[src/rtl/trap_ctrl.sv]
// Machine-mode trap responder. Takes exception requests, the external
// interrupt and MRET, and owns the trap CSRs: mstatus, mie, mtvec, mscratch,
// mepc, mcause, mtval and mip. A taken trap updates the CSRs and redirects
// fetch to the trap vector. MRET redirects fetch to mepc.
//
// Optional feature: define COTM32_MTVEC_VECTORED_EN to enable vectored mtvec
// (MODE WARL {0,1}; MODE=1 sends the interrupt to BASE+0x2C).
//
// Ports:
//   i_clk, i_rst_n            clock (rising edge), async active-low reset
//   i_inst_valid, i_pc        retiring instruction and its PC
//   i_trap_req/_cause/_tval   synchronous exception request from trap dispatch
//   i_mret                    MRET retiring
//   i_irq_ext                 asynchronous machine external interrupt line
//   i_csr_addr/_we/_wdata     Zicsr access; write data is the final RMW value
//   o_csr_rdata, o_csr_hit    combinational CSR read and address-hit flag
//   o_redirect, o_redirect_pc registered fetch redirect and its target
//   o_busy                    registered; high while the FSM is not idle
module trap_ctrl #(
  parameter logic [31:0] RESET_MTVEC     = 32'h0000_0000,
  parameter int unsigned IRQ_SYNC_STAGES = 2,
  parameter type         trap_cause_t    = logic [4:0]
) (
  input  logic        i_clk,
  input  logic        i_rst_n,
  input  logic        i_inst_valid,
  input  logic [31:0] i_pc,
  input  logic        i_trap_req,
  input  trap_cause_t i_trap_cause,
  input  logic [31:0] i_trap_tval,
  input  logic        i_mret,
  input  logic        i_irq_ext,
  input  logic [11:0] i_csr_addr,
  input  logic        i_csr_we,
  input  logic [31:0] i_csr_wdata,
  output logic [31:0] o_csr_rdata,
  output logic        o_csr_hit,
  output logic        o_redirect,
  output logic [31:0] o_redirect_pc,
  output logic        o_busy
);

  localparam int unsigned XLEN = 32;

  localparam logic [11:0] ADDR_MSTATUS  = 12'h300;
  localparam logic [11:0] ADDR_MIE      = 12'h304;
  localparam logic [11:0] ADDR_MTVEC    = 12'h305;
  localparam logic [11:0] ADDR_MSCRATCH = 12'h340;
  localparam logic [11:0] ADDR_MEPC     = 12'h341;
  localparam logic [11:0] ADDR_MCAUSE   = 12'h342;
  localparam logic [11:0] ADDR_MTVAL    = 12'h343;
  localparam logic [11:0] ADDR_MIP      = 12'h344;

  localparam logic [XLEN-1:0] MCAUSE_MEI   = 32'h8000_000B;
  localparam logic [XLEN-1:0] IRQ_VEC_OFS  = 32'h0000_002C;
  localparam logic [XLEN-1:0] ALIGN4_MASK  = 32'hFFFF_FFFC;

  typedef enum logic [1:0] {
    ST_IDLE  = 2'd0,
    ST_ENTER = 2'd1,
    ST_EXIT  = 2'd2
  } state_e;

  state_e                 state_q, state_d;
  logic                   mie_q, mie_d;
  logic                   mpie_q, mpie_d;
  logic                   meie_q, meie_d;
  logic [XLEN-3:0]        base_q, base_d;
  logic [XLEN-1:0]        mscratch_q, mscratch_d;
  logic [XLEN-1:0]        mepc_q, mepc_d;
  logic [XLEN-1:0]        mcause_q, mcause_d;
  logic [XLEN-1:0]        mtval_q, mtval_d;
  logic                   redirect_q, redirect_d;
  logic [XLEN-1:0]        redirect_pc_q, redirect_pc_d;
  logic                   busy_q, busy_d;
  logic [IRQ_SYNC_STAGES-1:0] sync_q;

  logic                   irq_sync;
  logic                   irq_pend;
  logic                   idle;
  logic                   take_exc, take_irq, take_mret, do_csr_wr;
  logic [XLEN-1:0]        mtvec_rd;
  logic [XLEN-1:0]        irq_target;

  // External interrupt synchroniser
  always_ff @(posedge i_clk or negedge i_rst_n) begin
    if (!i_rst_n) begin
      sync_q <= '0;
    end else begin
      sync_q[0] <= i_irq_ext;
      for (int unsigned i = 1; i < IRQ_SYNC_STAGES; i++) begin
        sync_q[i] <= sync_q[i-1];
      end
    end
  end

  assign irq_sync = sync_q[IRQ_SYNC_STAGES-1];
  assign irq_pend = mie_q & meie_q & irq_sync;

  // Event arbitration: exception > interrupt > mret > CSR write
  assign idle      = (state_q == ST_IDLE);
  assign take_exc  = idle & i_inst_valid & i_trap_req;
  assign take_irq  = idle & i_inst_valid & irq_pend & ~i_trap_req;
  assign take_mret = idle & i_inst_valid & i_mret & ~i_trap_req & ~irq_pend;
  assign do_csr_wr = idle & i_inst_valid & i_csr_we & ~i_trap_req & ~irq_pend & ~i_mret;

`ifdef COTM32_MTVEC_VECTORED_EN
  logic mode_q, mode_d;

  // Only MODE values 0 and 1 are legal; anything else keeps the old MODE
  always_comb begin
    mode_d = mode_q;
    if (do_csr_wr && (i_csr_addr == ADDR_MTVEC) && (i_csr_wdata[1] == 1'b0)) begin
      mode_d = i_csr_wdata[0];
    end
  end

  always_ff @(posedge i_clk or negedge i_rst_n) begin
    if (!i_rst_n) begin
      mode_q <= 1'b0;
    end else begin
      mode_q <= mode_d;
    end
  end

  assign mtvec_rd   = {base_q, 1'b0, mode_q};
  assign irq_target = mode_q ? ({base_q, 2'b00} + IRQ_VEC_OFS) : {base_q, 2'b00};
`else
  assign mtvec_rd   = {base_q, 2'b00};
  assign irq_target = {base_q, 2'b00};
`endif

  // Next-state, CSR update and redirect generation
  always_comb begin
    state_d       = state_q;
    mie_d         = mie_q;
    mpie_d        = mpie_q;
    meie_d        = meie_q;
    base_d        = base_q;
    mscratch_d    = mscratch_q;
    mepc_d        = mepc_q;
    mcause_d      = mcause_q;
    mtval_d       = mtval_q;
    redirect_d    = 1'b0;
    redirect_pc_d = '0;
    busy_d        = 1'b0;

    case (state_q)
      ST_IDLE: begin
        if (take_exc || take_irq) begin
          mepc_d        = i_pc & ALIGN4_MASK;
          mcause_d      = take_exc ? {1'b0, (XLEN-1)'(i_trap_cause)} : MCAUSE_MEI;
          mtval_d       = take_exc ? i_trap_tval : '0;
          mpie_d        = mie_q;
          mie_d         = 1'b0;
          state_d       = ST_ENTER;
          redirect_d    = 1'b1;
          busy_d        = 1'b1;
          redirect_pc_d = take_irq ? irq_target : {base_q, 2'b00};
        end else if (take_mret) begin
          mie_d         = mpie_q;
          mpie_d        = 1'b1;
          state_d       = ST_EXIT;
          redirect_d    = 1'b1;
          busy_d        = 1'b1;
          redirect_pc_d = mepc_q;
        end else if (do_csr_wr) begin
          case (i_csr_addr)
            ADDR_MSTATUS: begin
              mie_d  = i_csr_wdata[3];
              mpie_d = i_csr_wdata[7];
            end
            ADDR_MIE:      meie_d     = i_csr_wdata[11];
            ADDR_MTVEC:    base_d     = i_csr_wdata[XLEN-1:2];
            ADDR_MSCRATCH: mscratch_d = i_csr_wdata;
            ADDR_MEPC:     mepc_d     = i_csr_wdata & ALIGN4_MASK;
            ADDR_MCAUSE:   mcause_d   = i_csr_wdata;
            ADDR_MTVAL:    mtval_d    = i_csr_wdata;
            default: ;
          endcase
        end
      end
      ST_ENTER: state_d = ST_IDLE;
      ST_EXIT:  state_d = ST_IDLE;
      default:  state_d = ST_IDLE;
    endcase
  end

  always_ff @(posedge i_clk or negedge i_rst_n) begin
    if (!i_rst_n) begin
      state_q       <= ST_IDLE;
      mie_q         <= 1'b0;
      mpie_q        <= 1'b0;
      meie_q        <= 1'b0;
      base_q        <= RESET_MTVEC[XLEN-1:2];
      mscratch_q    <= '0;
      mepc_q        <= '0;
      mcause_q      <= '0;
      mtval_q       <= '0;
      redirect_q    <= 1'b0;
      redirect_pc_q <= '0;
      busy_q        <= 1'b0;
    end else begin
      state_q       <= state_d;
      mie_q         <= mie_d;
      mpie_q        <= mpie_d;
      meie_q        <= meie_d;
      base_q        <= base_d;
      mscratch_q    <= mscratch_d;
      mepc_q        <= mepc_d;
      mcause_q      <= mcause_d;
      mtval_q       <= mtval_d;
      redirect_q    <= redirect_d;
      redirect_pc_q <= redirect_pc_d;
      busy_q        <= busy_d;
    end
  end

  // Combinational CSR read port
  always_comb begin
    o_csr_rdata = '0;
    o_csr_hit   = 1'b1;
    case (i_csr_addr)
      ADDR_MSTATUS:  o_csr_rdata = {19'b0, 2'b11, 3'b0, mpie_q, 3'b0, mie_q, 3'b0};
      ADDR_MIE:      o_csr_rdata = {20'b0, meie_q, 11'b0};
      ADDR_MTVEC:    o_csr_rdata = mtvec_rd;
      ADDR_MSCRATCH: o_csr_rdata = mscratch_q;
      ADDR_MEPC:     o_csr_rdata = mepc_q;
      ADDR_MCAUSE:   o_csr_rdata = mcause_q;
      ADDR_MTVAL:    o_csr_rdata = mtval_q;
      ADDR_MIP:      o_csr_rdata = {20'b0, irq_sync, 11'b0};
      default:       o_csr_hit   = 1'b0;
    endcase
  end

  assign o_redirect    = redirect_q;
  assign o_redirect_pc = redirect_pc_q;
  assign o_busy        = busy_q;

endmodule

[config.mk]
export PLATFORM = sky130hd
export DESIGN_NAME = trap_ctrl
export DESIGN_NICKNAME = d
export VERILOG_FILES = /design/src/rtl/trap_ctrl.sv
export SDC_FILE = /design/constraint.sdc
export NUM_CORES = 1
export LEC_CHECK = 0
export BUFFER_PORTS_ARGS = -buffer_cell sky130_fd_sc_hd__buf_2
export CELL_PAD_IN_SITES_DETAIL_PLACEMENT = 1
export CELL_PAD_IN_SITES_GLOBAL_PLACEMENT = 1
export CORE_ASPECT_RATIO = 0.6
export CORE_UTILIZATION = 38
export CTS_CLUSTER_DIAMETER = 200
export CTS_CLUSTER_SIZE = 24
export DETAILED_ROUTE_END_ITERATION = 12
export PLACE_DENSITY = 0.78
export SLEW_MARGIN = 25
export SYNTH_ARGS = -nofsm -noshare
export SYNTH_HDL_FRONTEND = slang
export SYNTH_SLANG_ARGS = --single-unit
[constraint.sdc]
create_clock -name i_clk -period 1.9 [get_ports i_clk]
set_input_delay 0.38 -clock i_clk [delete_from_list [all_inputs] [get_ports i_clk]]
set_output_delay 0.38 -clock i_clk [all_outputs]
set_load 0.03 [all_outputs]
# After elaboration in Yosys (flattened, before gate mapping)
# Index checks and enable logic that the tools add are counted.
[word_totals]
register_bits = 198
inputBits = 120
output_inout_bits = 67
elab_cells = 89
[op_classes]
eq_ne = 10
mux = 33
bitwise_logic = 18
reduce_logical = 16
[op_table]
columns = ["operator", "n"]
rows = [
  ["$mux W32", 17],
  ["$pmux W32 S8", 1],
  ["$eq A12 B10 Y1 const B", 8],
  ["$reduce_and A5 Y1", 3],
  ["$and A1 B1 Y1", 13],
  ["$mux W1", 12],
  ["$reduce_and A4 Y1", 3],
  ["$reduce_bool A2 Y1", 4],
  ["$reduce_or A8 Y1", 1],
  ["$mux W2", 3],
  ["$reduce_bool A3 Y1", 2],
  ["$not A1 Y1", 5],
  ["$ne A3 B1 Y1 const B", 1],
  ["$reduce_and A3 Y1", 1],
  ["$logic_not A2 Y1", 1],
  ["$ne A2 B1 Y1 const B", 1],
  ["$logic_or A1 B1 Y1", 1],
]

# Logic depth before layout (Yosys ltp)
[depth]
depth_word = 9
depth_mapped = 8
depth_no_buf = 6

# Least setup slack after synthesis
# No wires, ideal clock.
[synth_timing]
path_type = "input-to-output"
from = "input port i_csr_addr[1]"
to = "output port o_csr_rdata[0]"
arrival_time_ns = 1.812
t_required_ns = 1.520
slack_ns = -0.292
stages = 6
n_path_buf = 3
path_cell_list = "buf_2 -> nor2_1 -> buf_2 -> buf_1 -> a22oi_1 -> nor2_1"
[synth_via]
elab_chain_len = 2
elab_cells_between_ends = 9
[synth_lines]
columns = ["item", "line", "source"]
rows = [
  ["from (decl)", "33", "input logic [11:0] i_csr_addr,"],
  ["$eq A12 B10 Y1", "223", "case (i_csr_addr)"],
  ["$pmux W32 S8 *", "223", ""],
  ["to (decl)", "36", "output logic [31:0] o_csr_rdata,"],
]
# Every way passes the cells marked *; elsewhere a longest branch is shown, timed or not.

# Worst setup path after layout
[layout_timing]
from = "input port i_csr_addr[8]"
to = "output port o_csr_rdata[20]"
# The elaborated chain is that of the path after synthesis.

==> results.sh <==
export IMPL_drc=0
export IMPL_syn_inst=824
export IMPL_yosysSeqAreaShare=0.5479
export IMPL_root_buffer="clkbuf_16"
export IMPL_yosysUniqueCellTypes=41
export IMPL_slew_viol_final=0
export IMPL_cp_max_fo=6
export IMPL_status="finished with violations"
export IMPL_start_util=0.3948
export IMPL_cts_buffer_depth=2
export IMPL_ant_nets=0
export IMPL_hold_slack_ns=0.03628
export IMPL_critPathArrivalTime_ns=1.98
export IMPL_final_setup_viol_count=118
export IMPL_fin_cells=1378
export IMPL_antenna_found_initial=2
export IMPL_routed_via_density=5.777
export IMPL_fin_crit_sh=1.240
export IMPL_skew_ns=0.01257
export IMPL_power_per_cell_area_nw_per_um2=819.7
export IMPL_path_clk_slew_ns=0.07
export IMPL_p_leak_nw=5.939
export IMPL_cp_end_kind="primary output"
export IMPL_worstSetupStartpointType="input pin"
export IMPL_ys_seq_elements=194
export IMPL_setup_tns_ns=-17.69
export IMPL_synthToLayoutAreaGrowth_pct=39.92
export IMPL_dpl_hpwl_um=20780
export IMPL_place_inst=1306
export IMPL_peakVddDrop_v=0.0006023
export IMPL_wl_per_cell_um=25.81
export IMPL_io_pins=187
export IMPL_grt_overflow=0
export IMPL_place_congestion=0.8094
export IMPL_die_area_um2=23950
export IMPL_cts_sinks=194
export IMPL_clk_latency_ns=0.45
export IMPL_required_ns=1.52
export IMPL_avgSynthCellArea_um2=10.75
export IMPL_drt_pass1_iterations=6
export IMPL_die_w_um=199.1
export IMPL_post_route_min_period_ns=2.356
export IMPL_die_h_um=120.3
export IMPL_drv_cap=0
export IMPL_nets=1174
export IMPL_hold_path_class="input pin to flip-flop"
export IMPL_cts_tree="built"
export IMPL_grt_pass1_vias=8247
export IMPL_synthesis_area_um2=8860
export IMPL_grt_first_pass_wirelength_um=51380
export IMPL_final_core_util=0.5525
export IMPL_rsz0062_at_grt="yes"
export IMPL_layout_drive_gt1_share=0.4311
export IMPL_io_buffer_count=182
export IMPL_hold_viol=0
export IMPL_grt_total_usage=0.2926
export IMPL_num_rows=42
export IMPL_drt_iter0_drc=737
export IMPL_path_class="input pin to primary output"
export IMPL_wirelength_um=35570
export IMPL_max_freq_ghz=0.4244
export IMPL_ctsHtreeMaxLevel=4
export IMPL_yosys_warnings=0
export IMPL_setup_slack_ns=-0.4560
export IMPL_failed_checks="setup timing"
export IMPL_power_mw=10.16
export IMPL_vias=7961
export IMPL_grt_max_degree=50
export IMPL_coreArea_um2=22440
export IMPL_numCtsBuffers=17
[cells in the final DEF (no fill, tap or decap), drive strengths merged, types with 9 or more instances in the layout]
master / n
nand2: 184
a21oi: 9
buf: 267
mux2: 67
a31oi: 60
clkbuf: 28
nor2: 71
a22o: 56
a222oi: 26
o21ai: 39
dfrtp: 194
[power by group]
group / total, mW / internal, mW / leakage [nW] / switching (mW)
Combinational: 1.56 / 0.666 / 3.18 / 0.897
Sequential: 4.86 / 4.55 / 2.47 / 0.307
Clock: 3.74 / 2.04 / 0.285 / 1.69
Total: 10.2 / 7.26 / 5.94 / 2.90
[logic make-up after synthesis]
group	share of synthesized area
AND/OR/NAND/NOR	0.1343
AO/OA/AOI/OAI	0.1679
other	0.0004233
buffers and inverters	0.04025
multiplexers	0.1092
flip-flops	0.5479
[cell type report]
| type | count | area, um^2 |
|---|---|---|
| Antenna cell | 3 | 7.507 |
| Clock buffer | 20 | 466.7 |
| Clock inverter | 12 | 127.6 |
| Fill cell | 2397 | 10040 |
| Inverter | 4 | 17.52 |
| Multi-Input combinational cell | 561 | 4069 |
| Sequential cell | 194 | 4855 |
| Tap cell | 308 | 385.4 |
| Timing Repair Buffer | 276 | 2469 |
[worst paths after layout]
path                                         from                    endpoint  slack, ns  depth (start not counted)
max                                 i_csr_addr[8]             o_csr_rdata[20]      -0.46                          9
min                                     i_irq_ext         sync_q[0]$_DFF_PN0_       0.04                          1
max reg2reg                state_q[1]$_DFFE_PN0P_  mscratch_q[18]$_DFFE_PN0P_      -0.16                          8
min reg2reg                   sync_q[0]$_DFF_PN0_         sync_q[1]$_DFF_PN0_       0.35                          0
max in group asynchronous                 i_rst_n      base_q[18]$_DFFE_PN0P_       0.78                          3
min in group asynchronous                 i_rst_n     mtval_q[29]$_DFFE_PN0P_       0.47                          2
[synthesized netlist by cell type, drive strengths merged]
master | n | area share
a211oi | 1 | 0.00085
a21o | 1 | 0.00085
a21oi | 9 | 0.0055
a222oi | 26 | 0.029
a22o | 56 | 0.055
a22oi | 8 | 0.0068
a311o | 1 | 0.0011
a31o | 2 | 0.0020
a31oi | 60 | 0.042
and2 | 4 | 0.0028
and3 | 1 | 0.00071
and3b | 1 | 0.00099
and4 | 2 | 0.0020
and4bb | 1 | 0.0014
buf | 41 | 0.028
clkbuf | 25 | 0.011
conb | 1 | 0.00042
dfrtp | 194 | 0.55
inv | 4 | 0.0017
mux2 | 67 | 0.098
mux2i | 1 | 0.0011
mux4 | 4 | 0.010
nand2 | 184 | 0.078
nand2b | 1 | 0.00071
nand3 | 1 | 0.0020
nand3b | 8 | 0.0068
nor2 | 71 | 0.030
nor2b | 3 | 0.0021
nor3 | 1 | 0.00056
nor3b | 1 | 0.0021
nor4 | 2 | 0.0014
nor4b | 1 | 0.0027
o21a | 1 | 0.00085
o21ai | 39 | 0.022
o31ai | 1 | 0.00085
[flip-flops by register name, indices dropped and copies added (netlist names)]
| register | cells |
|---|---|
| mcause_q | 32 |
| mscratch_q | 32 |
| mtval_q | 32 |
| base_q | 30 |
| mepc_q | 30 |
| o_redirect_pc | 30 |
| state_q | 2 |
| sync_q | 2 |
| meie_q | 1 |
| mie_q | 1 |
| mpie_q | 1 |
| o_busy | 1 |
[per-layer routing]
layer	GRT usage	vias to the layer above	share of wire
li1	-	3433	-
met1	0.4295	4106	0.45
met2	0.4434	376	0.46
met3	0.06276	46	0.077
met4	0.06058	0	0.017
met5	0	-	0
[through the flow]
step | worst slack, ns | area, um^2
6_report | -0.4560 | 12400
4_1_cts | -0.4228 | 11980
3_5_place_dp | -0.4651 | 10680
3_3_place_gp | -0.4230 | 10680
2_1_floorplan | -0.1163 | 9034
5_1_grt | -0.5251 | 12390
[repair_timing]
| action | CTS | global route |
|---|---|---|
| gates cloned | 7 | 10 |
| resized for setup | 123 | 63 |
| setup buffers | 11 | 14 |
| hold buffers | 1 | 0 |
| hold endpoints to repair | 42 | 0 |
| pin swaps | 24 | 39 |
| setup endpoints to repair | 118 | 187 |
[critical path, cell delays in order]
cell,delay (ns)
buf_6,0.09
and4bb_2,0.26
nand3b_1,0.19
nor2_4,0.10
buf_12,0.15
buf_6,0.14
a222oi_1,0.39
nand2_2,0.10
buf_6,0.16
(Power assumes the default switching activity.)
